**config.mk**
```make
export PLATFORM = sky130hd
export DESIGN_NAME = alu_issue_ctrl
export DESIGN_NICKNAME = d
export VERILOG_FILES = /design/src/rtl/alu_pkg.sv /design/src/rtl/alu_op_decode.sv /design/src/rtl/alu_issue_ctrl.sv
export SDC_FILE = /design/constraint.sdc
export NUM_CORES = 1
export LEC_CHECK = 0
export ABC_AREA = 1
export CAP_MARGIN = 20
export CORE_MARGIN = 4
export CORE_UTILIZATION = 45
export CTS_BUF_LIST = sky130_fd_sc_hd__clkbuf_4
export DETAILED_ROUTE_END_ITERATION = 6
export PLACE_DENSITY_LB_ADDON = 0.05
export SYNTH_ARGS = -nofsm -noshare
export SYNTH_HDL_FRONTEND = slang
export SYNTH_HIERARCHICAL = 1
export SYNTH_SLANG_ARGS = --single-unit
```
**constraint.sdc**
```tcl
create_clock -name clk -period 1.69 [get_ports clk]
set_input_delay 0.169 -clock clk [delete_from_list [all_inputs] [get_ports clk]]
set_output_delay 0.169 -clock clk [all_outputs]
set_load 0.03 [all_outputs]
```
**src/rtl/alu_pkg.sv**
```systemverilog
// Shared types for the execute-stage ALU issue path: ALU control codes,
// funct3 encodings and the decoded issue payload.
package alu_pkg;

    localparam int unsigned XLEN   = 32;
    localparam int unsigned CODE_W = 4;

    typedef enum logic [CODE_W-1:0] {
        ALU_EQU = 4'b0000,
        ALU_LT  = 4'b0001,
        ALU_LTU = 4'b0010,
        ALU_GT  = 4'b0011,
        ALU_GTU = 4'b0100,
        ALU_ADD = 4'b0101,
        ALU_SUB = 4'b0111,
        ALU_SLL = 4'b1000,
        ALU_SRL = 4'b1001,
        ALU_SRA = 4'b1010,
        ALU_OR  = 4'b1011,
        ALU_XOR = 4'b1100,
        ALU_AND = 4'b1101
    } alu_code_e;

    localparam logic [2:0] F3_ADD  = 3'b000;
    localparam logic [2:0] F3_SLL  = 3'b001;
    localparam logic [2:0] F3_SLT  = 3'b010;
    localparam logic [2:0] F3_SLTU = 3'b011;
    localparam logic [2:0] F3_XOR  = 3'b100;
    localparam logic [2:0] F3_SR   = 3'b101;
    localparam logic [2:0] F3_OR   = 3'b110;
    localparam logic [2:0] F3_AND  = 3'b111;

    localparam logic [2:0] F3_BEQ  = 3'b000;
    localparam logic [2:0] F3_BNE  = 3'b001;
    localparam logic [2:0] F3_BLT  = 3'b100;
    localparam logic [2:0] F3_BGE  = 3'b101;
    localparam logic [2:0] F3_BLTU = 3'b110;
    localparam logic [2:0] F3_BGEU = 3'b111;

    typedef struct packed {
        alu_code_e       code;
        logic [XLEN-1:0] a;
        logic [XLEN-1:0] b;
        logic            sel_cmp;
        logic            inv_taken;
        logic            flags_en;
        logic            illegal;
        logic            is_branch;
    } alu_issue_t;

    localparam alu_issue_t ISSUE_RST = '{
        code:      ALU_ADD,
        a:         '0,
        b:         '0,
        sel_cmp:   1'b0,
        inv_taken: 1'b0,
        flags_en:  1'b0,
        illegal:   1'b0,
        is_branch: 1'b0
    };

endpackage

```
**src/rtl/alu_op_decode.sv**
```systemverilog
// Combinational decode of OP / OP-IMM / BRANCH fields into an ALU issue payload.
module alu_op_decode
    import alu_pkg::*;
(
    input  logic            is_branch,
    input  logic            is_imm,
    input  logic [2:0]      funct3,
    input  logic            funct7_b5,
    input  logic [XLEN-1:0] rs1,
    input  logic [XLEN-1:0] rs2,
    input  logic [XLEN-1:0] imm,
    output alu_issue_t      issue_c
);

    logic reg_f7_bad_c;

    assign reg_f7_bad_c = !is_imm && funct7_b5;

    always_comb begin
        issue_c           = ISSUE_RST;
        issue_c.a         = rs1;
        issue_c.b         = (is_imm && !is_branch) ? imm : rs2;
        issue_c.is_branch = is_branch;

        if (is_branch) begin
            unique case (funct3)
                F3_BEQ:  issue_c.code = ALU_EQU;
                F3_BNE:  begin issue_c.code = ALU_EQU; issue_c.inv_taken = 1'b1; end
                F3_BLT:  issue_c.code = ALU_LT;
                F3_BGE:  begin issue_c.code = ALU_LT;  issue_c.inv_taken = 1'b1; end
                F3_BLTU: issue_c.code = ALU_LTU;
                F3_BGEU: begin issue_c.code = ALU_LTU; issue_c.inv_taken = 1'b1; end
                default: issue_c.illegal = 1'b1;
            endcase
        end else begin
            unique case (funct3)
                F3_ADD: begin
                    issue_c.code     = reg_f7_bad_c ? ALU_SUB : ALU_ADD;
                    issue_c.flags_en = 1'b1;
                end
                F3_SLL: begin
                    issue_c.code    = ALU_SLL;
                    issue_c.illegal = funct7_b5;
                end
                F3_SLT: begin
                    issue_c.code    = ALU_LT;
                    issue_c.sel_cmp = 1'b1;
                    issue_c.illegal = reg_f7_bad_c;
                end
                F3_SLTU: begin
                    issue_c.code    = ALU_LTU;
                    issue_c.sel_cmp = 1'b1;
                    issue_c.illegal = reg_f7_bad_c;
                end
                F3_XOR: begin
                    issue_c.code    = ALU_XOR;
                    issue_c.illegal = reg_f7_bad_c;
                end
                F3_SR:   issue_c.code = funct7_b5 ? ALU_SRA : ALU_SRL;
                F3_OR: begin
                    issue_c.code    = ALU_OR;
                    issue_c.illegal = reg_f7_bad_c;
                end
                default: begin
                    issue_c.code    = ALU_AND;
                    issue_c.illegal = reg_f7_bad_c;
                end
            endcase
        end

        // Unsupported encodings issue a harmless ADD and retire with a zeroed result.
        if (issue_c.illegal) begin
            issue_c.code      = ALU_ADD;
            issue_c.sel_cmp   = 1'b0;
            issue_c.inv_taken = 1'b0;
            issue_c.flags_en  = 1'b0;
        end
    end

endmodule

```
**src/rtl/alu_issue_ctrl.sv**
```systemverilog
// Execute-stage issue/retire controller: decodes commands into an issue register
// that drives the ALU, then captures ALU results into a handshaked output register.
module alu_issue_ctrl
    import alu_pkg::*;
#(
    parameter int unsigned BITS_SIZE  = XLEN,
    parameter int unsigned CNTRL_SIZE = CODE_W
) (
    input  logic                  clk,
    input  logic                  rst,
    input  logic                  in_valid,
    output logic                  in_ready,
    input  logic                  in_is_branch,
    input  logic                  in_is_imm,
    input  logic [2:0]            in_funct3,
    input  logic                  in_funct7_b5,
    input  logic [BITS_SIZE-1:0]  in_rs1,
    input  logic [BITS_SIZE-1:0]  in_rs2,
    input  logic [BITS_SIZE-1:0]  in_imm,
    output logic [BITS_SIZE-1:0]  alu_a,
    output logic [BITS_SIZE-1:0]  alu_b,
    output logic [CNTRL_SIZE-1:0] alu_cntrl,
    output logic                  alu_cin,
    input  logic [BITS_SIZE-1:0]  alu_out,
    input  logic                  alu_zero,
    input  logic                  alu_ovf,
    input  logic                  alu_neg,
    input  logic                  alu_carry,
    output logic                  out_valid,
    input  logic                  out_ready,
    output logic [BITS_SIZE-1:0]  out_result,
    output logic [2:0]            out_flags,
    output logic                  out_is_branch,
    output logic                  out_taken,
    output logic                  out_illegal
);

    alu_issue_t dec_c;
    alu_issue_t s1;
    logic       s1_valid;
    logic       advance_c;

    alu_op_decode u_decode (
        .is_branch (in_is_branch),
        .is_imm    (in_is_imm),
        .funct3    (in_funct3),
        .funct7_b5 (in_funct7_b5),
        .rs1       (in_rs1),
        .rs2       (in_rs2),
        .imm       (in_imm),
        .issue_c   (dec_c)
    );

    // No skid buffer: backpressure passes straight through to the command side.
    assign advance_c = !out_valid || out_ready;
    assign in_ready  = !s1_valid || advance_c;

    assign alu_a     = s1.a;
    assign alu_b     = s1.b;
    assign alu_cntrl = s1.code;
    assign alu_cin   = 1'b0;

    // Stage 1: issue register feeding the ALU.
    always_ff @(posedge clk) begin
        if (rst) begin
            s1_valid <= 1'b0;
            s1       <= ISSUE_RST;
        end else if (in_ready) begin
            s1_valid <= in_valid;
            if (in_valid) begin
                s1 <= dec_c;
            end
        end
    end

    // Stage 2: output register; branches and illegal ops retire a zero result.
    always_ff @(posedge clk) begin
        if (rst) begin
            out_valid     <= 1'b0;
            out_result    <= '0;
            out_flags     <= 3'b0;
            out_is_branch <= 1'b0;
            out_taken     <= 1'b0;
            out_illegal   <= 1'b0;
        end else if (advance_c) begin
            out_valid <= s1_valid;
            if (s1_valid) begin
                if (s1.illegal || s1.is_branch) begin
                    out_result <= '0;
                end else if (s1.sel_cmp) begin
                    out_result <= BITS_SIZE'(alu_zero);
                end else begin
                    out_result <= alu_out;
                end
                out_flags     <= s1.flags_en ? {alu_carry, alu_ovf, alu_neg} : 3'b0;
                out_is_branch <= s1.is_branch;
                out_taken     <= s1.is_branch && !s1.illegal && (alu_zero ^ s1.inv_taken);
                out_illegal   <= s1.illegal;
            end
        end
    end

endmodule

```
After elaboration in Yosys (flattened, before gate mapping)
Index checks and enable logic that the tools add are counted.
{ "totals": {"in_bits": 142, "register_bits": 113, "word_cells": 65, "output_inout_bits": 109} }
{ "classes": {"mux": 20, "n_eq_ne": 7, "n_reduce_logical": 22, "bitwise_logic": 1} }
{ "op_table": {"columns": ["operator", "n"], "rows": [
  ["two-way mux 32 bit", 3],
  ["one-hot mux 4 bit (7 select lines)", 1],
  ["equality test 3 bit (second input constant)", 4],
  ["OR reduction 2 bit", 5],
  ["one-hot mux 3 bit (3 select lines)", 1],
  ["two-way mux 1 bit", 8],
  ["two-way mux 4 bit", 2],
  ["equality test 3 x 2 -> 1 bit (second input constant)", 2],
  ["two-way mux 3 bit", 2],
  ["OR reduction 6 bit", 1],
  ["logical NOT 1 bit", 5],
  ["logical AND 1 bit", 4],
  ["two-way mux 2 bit", 2],
  ["AND reduction 2 bit", 2],
  ["equality test 3 x 1 -> 1 bit (second input constant)", 1],
  ["logical NOT 3 bit", 1],
  ["logical OR 1 bit", 3],
  ["OR reduction 3 bit", 1],
  ["one-hot mux 1 bit (2 select lines)", 1],
  ["XOR 1 bit", 1]
]} }

Logic depth before layout (Yosys ltp)
Gate-level depths: netlist (run 1).
{ "depth": {"ltp_word": 6, "depth_mapped": 10, "mapped_depth_nobuf": 10} }

Hierarchy
Netlist (run 1), hierarchy kept.
{ "by_module_without_submodules": {"columns": ["mod", "instances", "seq_area_each_um2", "area_each_um2", "cells_each"], "rows": [
  ["alu_issue_ctrl", 1, 2262.2, 4819.6, 642],
  ["alu_op_decode", 1, 0.0, 1016.0, 119]
]} }

Worst setup path before layout (run 1)
Ideal clock, no wire load.
{ "synth_timing": {"path_kind": "register to register", "startpoint": "register out_valid", "endpoint": "register s1, in the netlist alu_a[13]", "required_ps": 1574, "stages_incl_launch_ff": 7, "synth_period_minus_slack_ps": 1517, "path_slack_ps": 173, "t_arrival_ps": 1401, "path_cell_list": "dfxtp_1 > nand3_2 > nand2_2 > inv_2 > buf_2 > nor2_1 > nor2_1"} }
{ "synth_via": {"elab_chain_cells": 4} }
{ "synth_rtl": {"columns": ["element", "line", "text"], "rows": [
  ["from (decl)", "alu_issue_ctrl.sv:29", "output logic out_valid,"],
  ["from (signal assigned)", "alu_issue_ctrl.sv:86", "out_valid <= s1_valid;"],
  ["logical NOT 1 bit", "alu_issue_ctrl.sv:55", "assign advance_c = !out_valid || out_ready;"],
  ["logical OR 1 bit", "alu_issue_ctrl.sv:55", null],
  ["logical OR 1 bit", "alu_issue_ctrl.sv:56", "assign in_ready = !s1_valid || advance_c;"],
  ["net in_ready", "alu_issue_ctrl.sv:12", "output logic in_ready,"],
  ["AND reduction 2 bit (no line)", null, null],
  ["to (signal assigned)", "alu_issue_ctrl.sv:67", "s1 <= ISSUE_RST;"],
  ["to (signal assigned)", "alu_issue_ctrl.sv:71", "s1 <= dec_c;"],
  ["to (decl)", "alu_issue_ctrl.sv:39", "alu_issue_t s1;"]
]} }
The timed path passes the listed nets, and every way through them passes these cells.
A chain may end at the register's enable or synchronous reset.

Worst setup path in the final report (run 1)
{ "layout_timing": {"startpoint": "register out_valid", "endpoint": "output port out_valid"} }
No word-level cell between the ends.

==> flow_metrics.py, run 1 <==
metrics = {
    "global_routing": {
        "grt_pass1_vias": 4878,
        "grt_start_max_net_pins": 75,
        "grt.total_usage_pct": 20.0,
        "grt_pass1_wl_um": 23600,
        "grt_overflow_total": 0,
        "antenna_found_initial": 0,
    },
    "setup_path": {
        "slowest_stage": "dlygate4sd2_1",
        "cp_top_family": "buffers and inverters",
        "crit_buf_inv": 1,
        "crit_path_start_kind": "flop",
        "crit_chain": "dlygate4sd2_1",
        "cp_max_fo": 4,
        "cp.arrival_ps": 1400,
        "max_stage_delay_ps": 460,
        "path_class": "flop to primary output",
        "end_kind": "primary output",
        "crit_required_ps": 1520,
    },
    "clock_network": {
        "cts_sinks": 113,
        "htree_levels": 4,
        "cts_buffer_depth": 2,
        "cts_tree": "built",
        "clk_latency_ps": 500,
        "ctsRootBufferMaster": "clkbuf_4",
        "cts_buffers": 17,
        "clk_pin_slew_ps": 90,
        "cts_hold_buf": 0,
    },
    "sta": {
        "final-setup-viol-count": 0,
        "period_needed_ps": 1570,
        "rsz0062_at_grt": "no",
        "fmax_mhz": 637,
        "min_period_over_period_pct": 92.8,
        "hold_violations": 0,
        "setup_slack_ps": 121,
        "maxSlewViolCount": 0,
        "skew_ps": 9.34,
        "totalNegativeSetupSlack_ps": 0,
    },
    "layout": {
        "final_cells": 1091,
        "fillers": 1204,
        "multi_input_area_mm2": 0.00232,
        "regArea_mm2": 0.00226,
        "diodes": 0,
        "nets": 1052,
        "area_delta_synth_final_pct": 34.2,
        "drive_above_1_share_pct": 10.4,
    },
    "placed_design": {
        "dp_slack_ps": -8.44,
        "finalWeightedCongestion": 0.790,
        "numPortBuffers": 249,
        "dp_cells": 1060,
        "dp_hpwl_um": 11100,
    },
    "synthesis": {
        "async_reset_ff_share_pct": 0,
        "postSynthCellCount": 761,
        "syn_area_mm2": 0.00584,
        "synth.avg_cell_area_um2": 7.67,
        "yosysMostFrequentCell": "nor2_1",
        "ys_seq_area_share_pct": 38.8,
        "ys_warn_count": 6,
        "synth_flop_cell": "dfxtp_1",
        "synthDistinctLibCells": 25,
        "yosys-top-cells-count": "nor2_1 (188), dfxtp_1 (113), buf_4 (110)",
        "synth_nets": 906,
        "synth_edf_count": 0,
        "synth_top_area_share_pct": 38.8,
        "ys_top_cells_by_area": "dfxtp_1 (39%), buf_4 (14%), nor2_1 (12%)",
        "yosys.area.top_type": "dfxtp_1",
        "ys_seq_elements": 113,
    },
    "floorplanning": {
        "start_util_pct": 46.1,
        "die_w_um": 122,
        "fp.coreArea_mm2": 0.0127,
        "io_pins": 251,
        "fp.dieH_um": 122,
        "die-area_mm2": 0.0149,
        "rows": 41,
    },
    "route": {
        "num_vias": 5100,
        "route.detailed.drc": 0,
        "via_per_inst": 4.67,
        "drtAntennaViolNets": 0,
        "drtPass1Iterations": 4,
        "wl_um": 15100,
        "drt-initial-drc-count": 305,
        "wl_per_cell_um": 13.9,
    },
    "power_and_ir_drop": {
        "power_density_mw_per_mm2": 793,
        "p_total_mw": 6.21,
        "ir_drop_uv": 463,
        "leakagePower_nw": 3.78,
    },
    "outcome": {
        "status": "completed",
    },
    "flow_run": {
        "max_cap_violations": 0,
    },
    "hold_path": {
        "hold_class": "input port to flop",
    },
}
-- registers in the layout, indices dropped and copies added, names as in the netlist, 3 cells and up --
register    count
out_result     32
alu_cntrl       4
alu_b          32
alu_a          32
s1              5
out_flags       3
-- per-layer routing --
layer / vias up / GRT usage, % / routed length [um]
met5: - / 0 / 0
li1: 2590 / - / -
met2: 190 / 34.2 / 7350
met4: 0 / 8.40 / 345
met1: 2295 / 22.6 / 5900
met3: 25 / 7.15 / 1520
-- layout by cell type, fill, tap and decap left out --
| cell type | instances |
|---|---|
| clkinv_2 | 6 |
| nor2_1 | 187 |
| dfxtp_1 | 113 |
| mux2_2 | 2 |
| o21ai_0 | 49 |
| dlygate4sd2_1 | 107 |
| mux2_4 | 30 |
| nand2_4 | 1 |
| bufinv_16 | 1 |
| nand2_2 | 2 |
| o21ai_1 | 25 |
| nand3_2 | 2 |
| inv_1 | 45 |
| conb_1 | 1 |
| clkinv_1 | 2 |
| inv_2 | 4 |
| a21oi_4 | 1 |
| buf_12 | 7 |
| nand3_1 | 41 |
| nand2_1 | 68 |
| a21oi_1 | 41 |
| clkbuf_4 | 22 |
| clkdlybuf4s50_1 | 141 |
| nor2_2 | 1 |
| buf_4 | 17 |
| ha_1 | 3 |
-- final timing paths --
check                  end           from  slack (ps)  cells after the start
max              out_valid      out_valid         120                      1
min           out_flags[1]        alu_ovf         250                      3
max reg2reg      alu_b[11]      out_valid         340                      5
min reg2reg  out_is_branch  out_is_branch         460                      2
-- where the power goes --
group | switching, mW | leakage, nW | internal [mW]
logic | 0.846 | 2.71 | 0.727
registers | 0.0846 | 0.932 | 2.83
clock network | 0.939 | 0.142 | 0.778
total | 1.87 | 3.78 | 4.34
-- cell families (layout without fill, tap and decap cells) --
family / after synthesis / after routing / synth area share (%)
and+or+nand+nor: 302 / 302 / 20.7
buffers and inverters: 194 / 352 / 21.5
AOI/OAI and AO/OA: 116 / 116 / 10.1
DFF: 113 / 113 / 38.8
muxes: 32 / 32 / 8.10
adders and majority gates: 3 / 3 / 0.643
other: 1 / 1 / 0.0643
-- per-stage QoR --
| stage | instance area [um^2] | util [%] | hold WS (ps) |
|---|---|---|---|
| 2_1_floorplan | 5840 | - | 329 |
| 3_3_place_gp | 7730 | 61.0 | 451 |
| 4_1_cts | 7830 | 61.8 | 184 |
| 3_5_place_dp | 7730 | 61.0 | 455 |
| 6_report | 7830 | 61.8 | 249 |
| 5_1_grt | 7830 | 61.8 | 209 |
-- timing repair --
item | CTS | global route
endpoints found under the hold margin | 0 | 0
setup endpoints to repair | 107 | 0
buffers inserted | 0 | 0
gates resized for setup | 107 | 0
-- cell type report --
type | count | share of cell area, %
multi-input cells | 454 | 29.6
repair buffers | 272 | 33.4
clock buffers | 22 | 2.11
well taps | 172 | 2.75
inverters | 49 | 2.35
flip-flops and latches | 113 | 28.9
clock inverters | 9 | 0.863
No activity file was read; power rests on OpenSTA's default activity.
==> run 2, diff against run 1 <==
--- a/config.mk
+++ b/config.mk
@@ -10,6 +10,7 @@
 export CORE_MARGIN = 4
 export CORE_UTILIZATION = 45
 export CTS_BUF_LIST = sky130_fd_sc_hd__clkbuf_4
+export CTS_CLUSTER_DIAMETER = 200
 export DETAILED_ROUTE_END_ITERATION = 6
 export PLACE_DENSITY_LB_ADDON = 0.05
 export SYNTH_ARGS = -nofsm -noshare
==> results of run 2 <==
The final DEF is identical to that of run 1; final timing and power are the same.
==> run 3, diff against run 2 <==
--- a/config.mk
+++ b/config.mk
@@ -12,7 +12,9 @@
 export CTS_BUF_LIST = sky130_fd_sc_hd__clkbuf_4
 export CTS_CLUSTER_DIAMETER = 200
 export DETAILED_ROUTE_END_ITERATION = 6
+export MAX_ROUTING_LAYER = met4
 export PLACE_DENSITY_LB_ADDON = 0.05
+export REMOVE_ABC_BUFFERS = 1
 export SYNTH_ARGS = -nofsm -noshare
 export SYNTH_HDL_FRONTEND = slang
 export SYNTH_HIERARCHICAL = 1
==> flow_metrics.py, run 3 (synthesis results as in run 1) <==
metrics = {
    "global_routing": {
        "grt.total_usage_pct": 21.7,
        "grt_pass1_wl_um": 24700,
        "grt_start_max_net_pins": 75,
        "grt_pass1_vias": 5085,
        "antenna_found_initial": 0,
        "grt_overflow_total": 0,
    },
    "sta": {
        "totalNegativeSetupSlack_ps": 0,
        "period_needed_ps": 1540,
        "min_period_over_period_pct": 91.3,
        "skew_ps": 18.7,
        "fmax_mhz": 648,
        "maxSlewViolCount": 0,
        "final-setup-viol-count": 0,
        "rsz0062_at_grt": "no",
        "hold_violations": 0,
    },
    "layout": {
        "regArea_mm2": 0.00226,
        "drive_above_1_share_pct": 10.6,
        "nets": 1055,
        "area_delta_synth_final_pct": 35.5,
        "multi_input_area_mm2": 0.00232,
        "final_common_cell": "nor2_1",
        "layout_common_cells": "nor2_1 (187), clkdlybuf4s50_1 (141), dfxtp_1 (113)",
        "utilization_pct": 62.4,
        "fillers": 1172,
        "diodes": 0,
    },
    "setup_path": {
        "cp.arrival_ps": 1370,
        "cp_max_fo": 4,
        "max_stage_delay_ps": 430,
        "cp_top_family": "flip-flops",
        "end_kind": "primary output",
        "crit_required_ps": 1520,
        "crit_buf_inv": 1,
        "path_class": "flop to primary output",
        "crit_chain": "dlygate4sd2_1",
        "slowest_stage": "dfxtp_1",
        "crit_path_start_kind": "flop",
    },
    "hold_path": {
        "hold_class": "input port to flop",
    },
    "route": {
        "drtPass1Iterations": 4,
        "num_vias": 5099,
        "route.detailed.drc": 0,
        "drtAntennaViolNets": 0,
        "wl_per_cell_um": 14.4,
        "wl_um": 15700,
        "via_per_inst": 4.66,
        "drt-initial-drc-count": 434,
    },
    "floorplanning": {
        "io_pins": 251,
        "fp.coreArea_mm2": 0.0127,
        "start_util_pct": 46.1,
        "rows": 41,
        "die_w_um": 122,
        "die-area_mm2": 0.0149,
        "fp.dieH_um": 122,
    },
    "clock_network": {
        "ctsRootBufferMaster": "clkbuf_4",
        "cts_sinks": 113,
        "post-cts-setup-buffers": 0,
        "clk_latency_ps": 520,
        "cts_tree": "built",
        "clk_pin_slew_ps": 110,
        "htree_levels": 4,
        "cts_buffers": 17,
        "cts_hold_buf": 0,
        "cts_buffer_depth": 2,
    },
    "placed_design": {
        "dp_hpwl_um": 11600,
        "finalWeightedCongestion": 0.875,
        "numPortBuffers": 249,
    },
    "power_and_ir_drop": {
        "ir_drop_uv": 389,
        "power_density_mw_per_mm2": 845,
        "leakagePower_nw": 3.81,
        "p_total_mw": 6.68,
    },
    "flow_run": {
        "max_cap_violations": 0,
    },
    "outcome": {
        "status": "completed",
    },
}
==> run 3: repair_timing <==
item,in CTS,in global routing
endpoints found under the setup margin,107,0
gates resized for setup,107,0
hold endpoints to repair,0,0
==> run 3: worst min-delay path: stages <==
cell	delay [ps]
clkdlybuf4s50_1	390
o21ai_1	120
nor2_1	40
==> run 3: power by group <==
group          total (mW)  switching [mW]  internal, mW
sequential           2.92          0.0864          2.83
clock                2.18            1.02          1.16
combinational        1.58           0.857         0.728
==> run 3: worst paths after layout <==
path                       start             end  slack (ps)  cells past startpoint
setup / recovery       out_valid       out_valid         150                      1
hold / removal         in_rs1[7]        alu_a[7]         230                      3
setup reg to reg       out_valid       alu_b[12]         380                      5
hold reg to reg   out_result[23]  out_result[23]         470                      2
==> run 3: metrics by stage <==
step	std cells	setup slack, ps	hold slack (ps)	area [um^2]
CTS	1094	96.2	195	7910
floorplan	616	-806	238	4760
global placement	1063	15.5	451	7740
global route	1094	40.8	209	7910
detailed placement	1063	-21.8	455	7740
finish	1094	147	229	7910
==> run 3: layout make-up <==
type / count / area share, %
multi-input combinational: 454 / 29.3
clock inverter: 13 / 2.14
inverter: 49 / 2.33
tap: 172 / 2.72
sequential: 113 / 28.6
timing repair buffer: 275 / 33.2
clock buffer: 18 / 1.71
==> run 3: metal layers <==
metal	wire length, um	part of all wire (%)	vias up	track usage (%)
met1	6150	39	2294	24.0
met4	257	1.6	0	7.07
li1	-	-	2602	-
met5	0	0	-	-
met2	7910	50	184	36.9
met3	1370	8.8	19	7.24
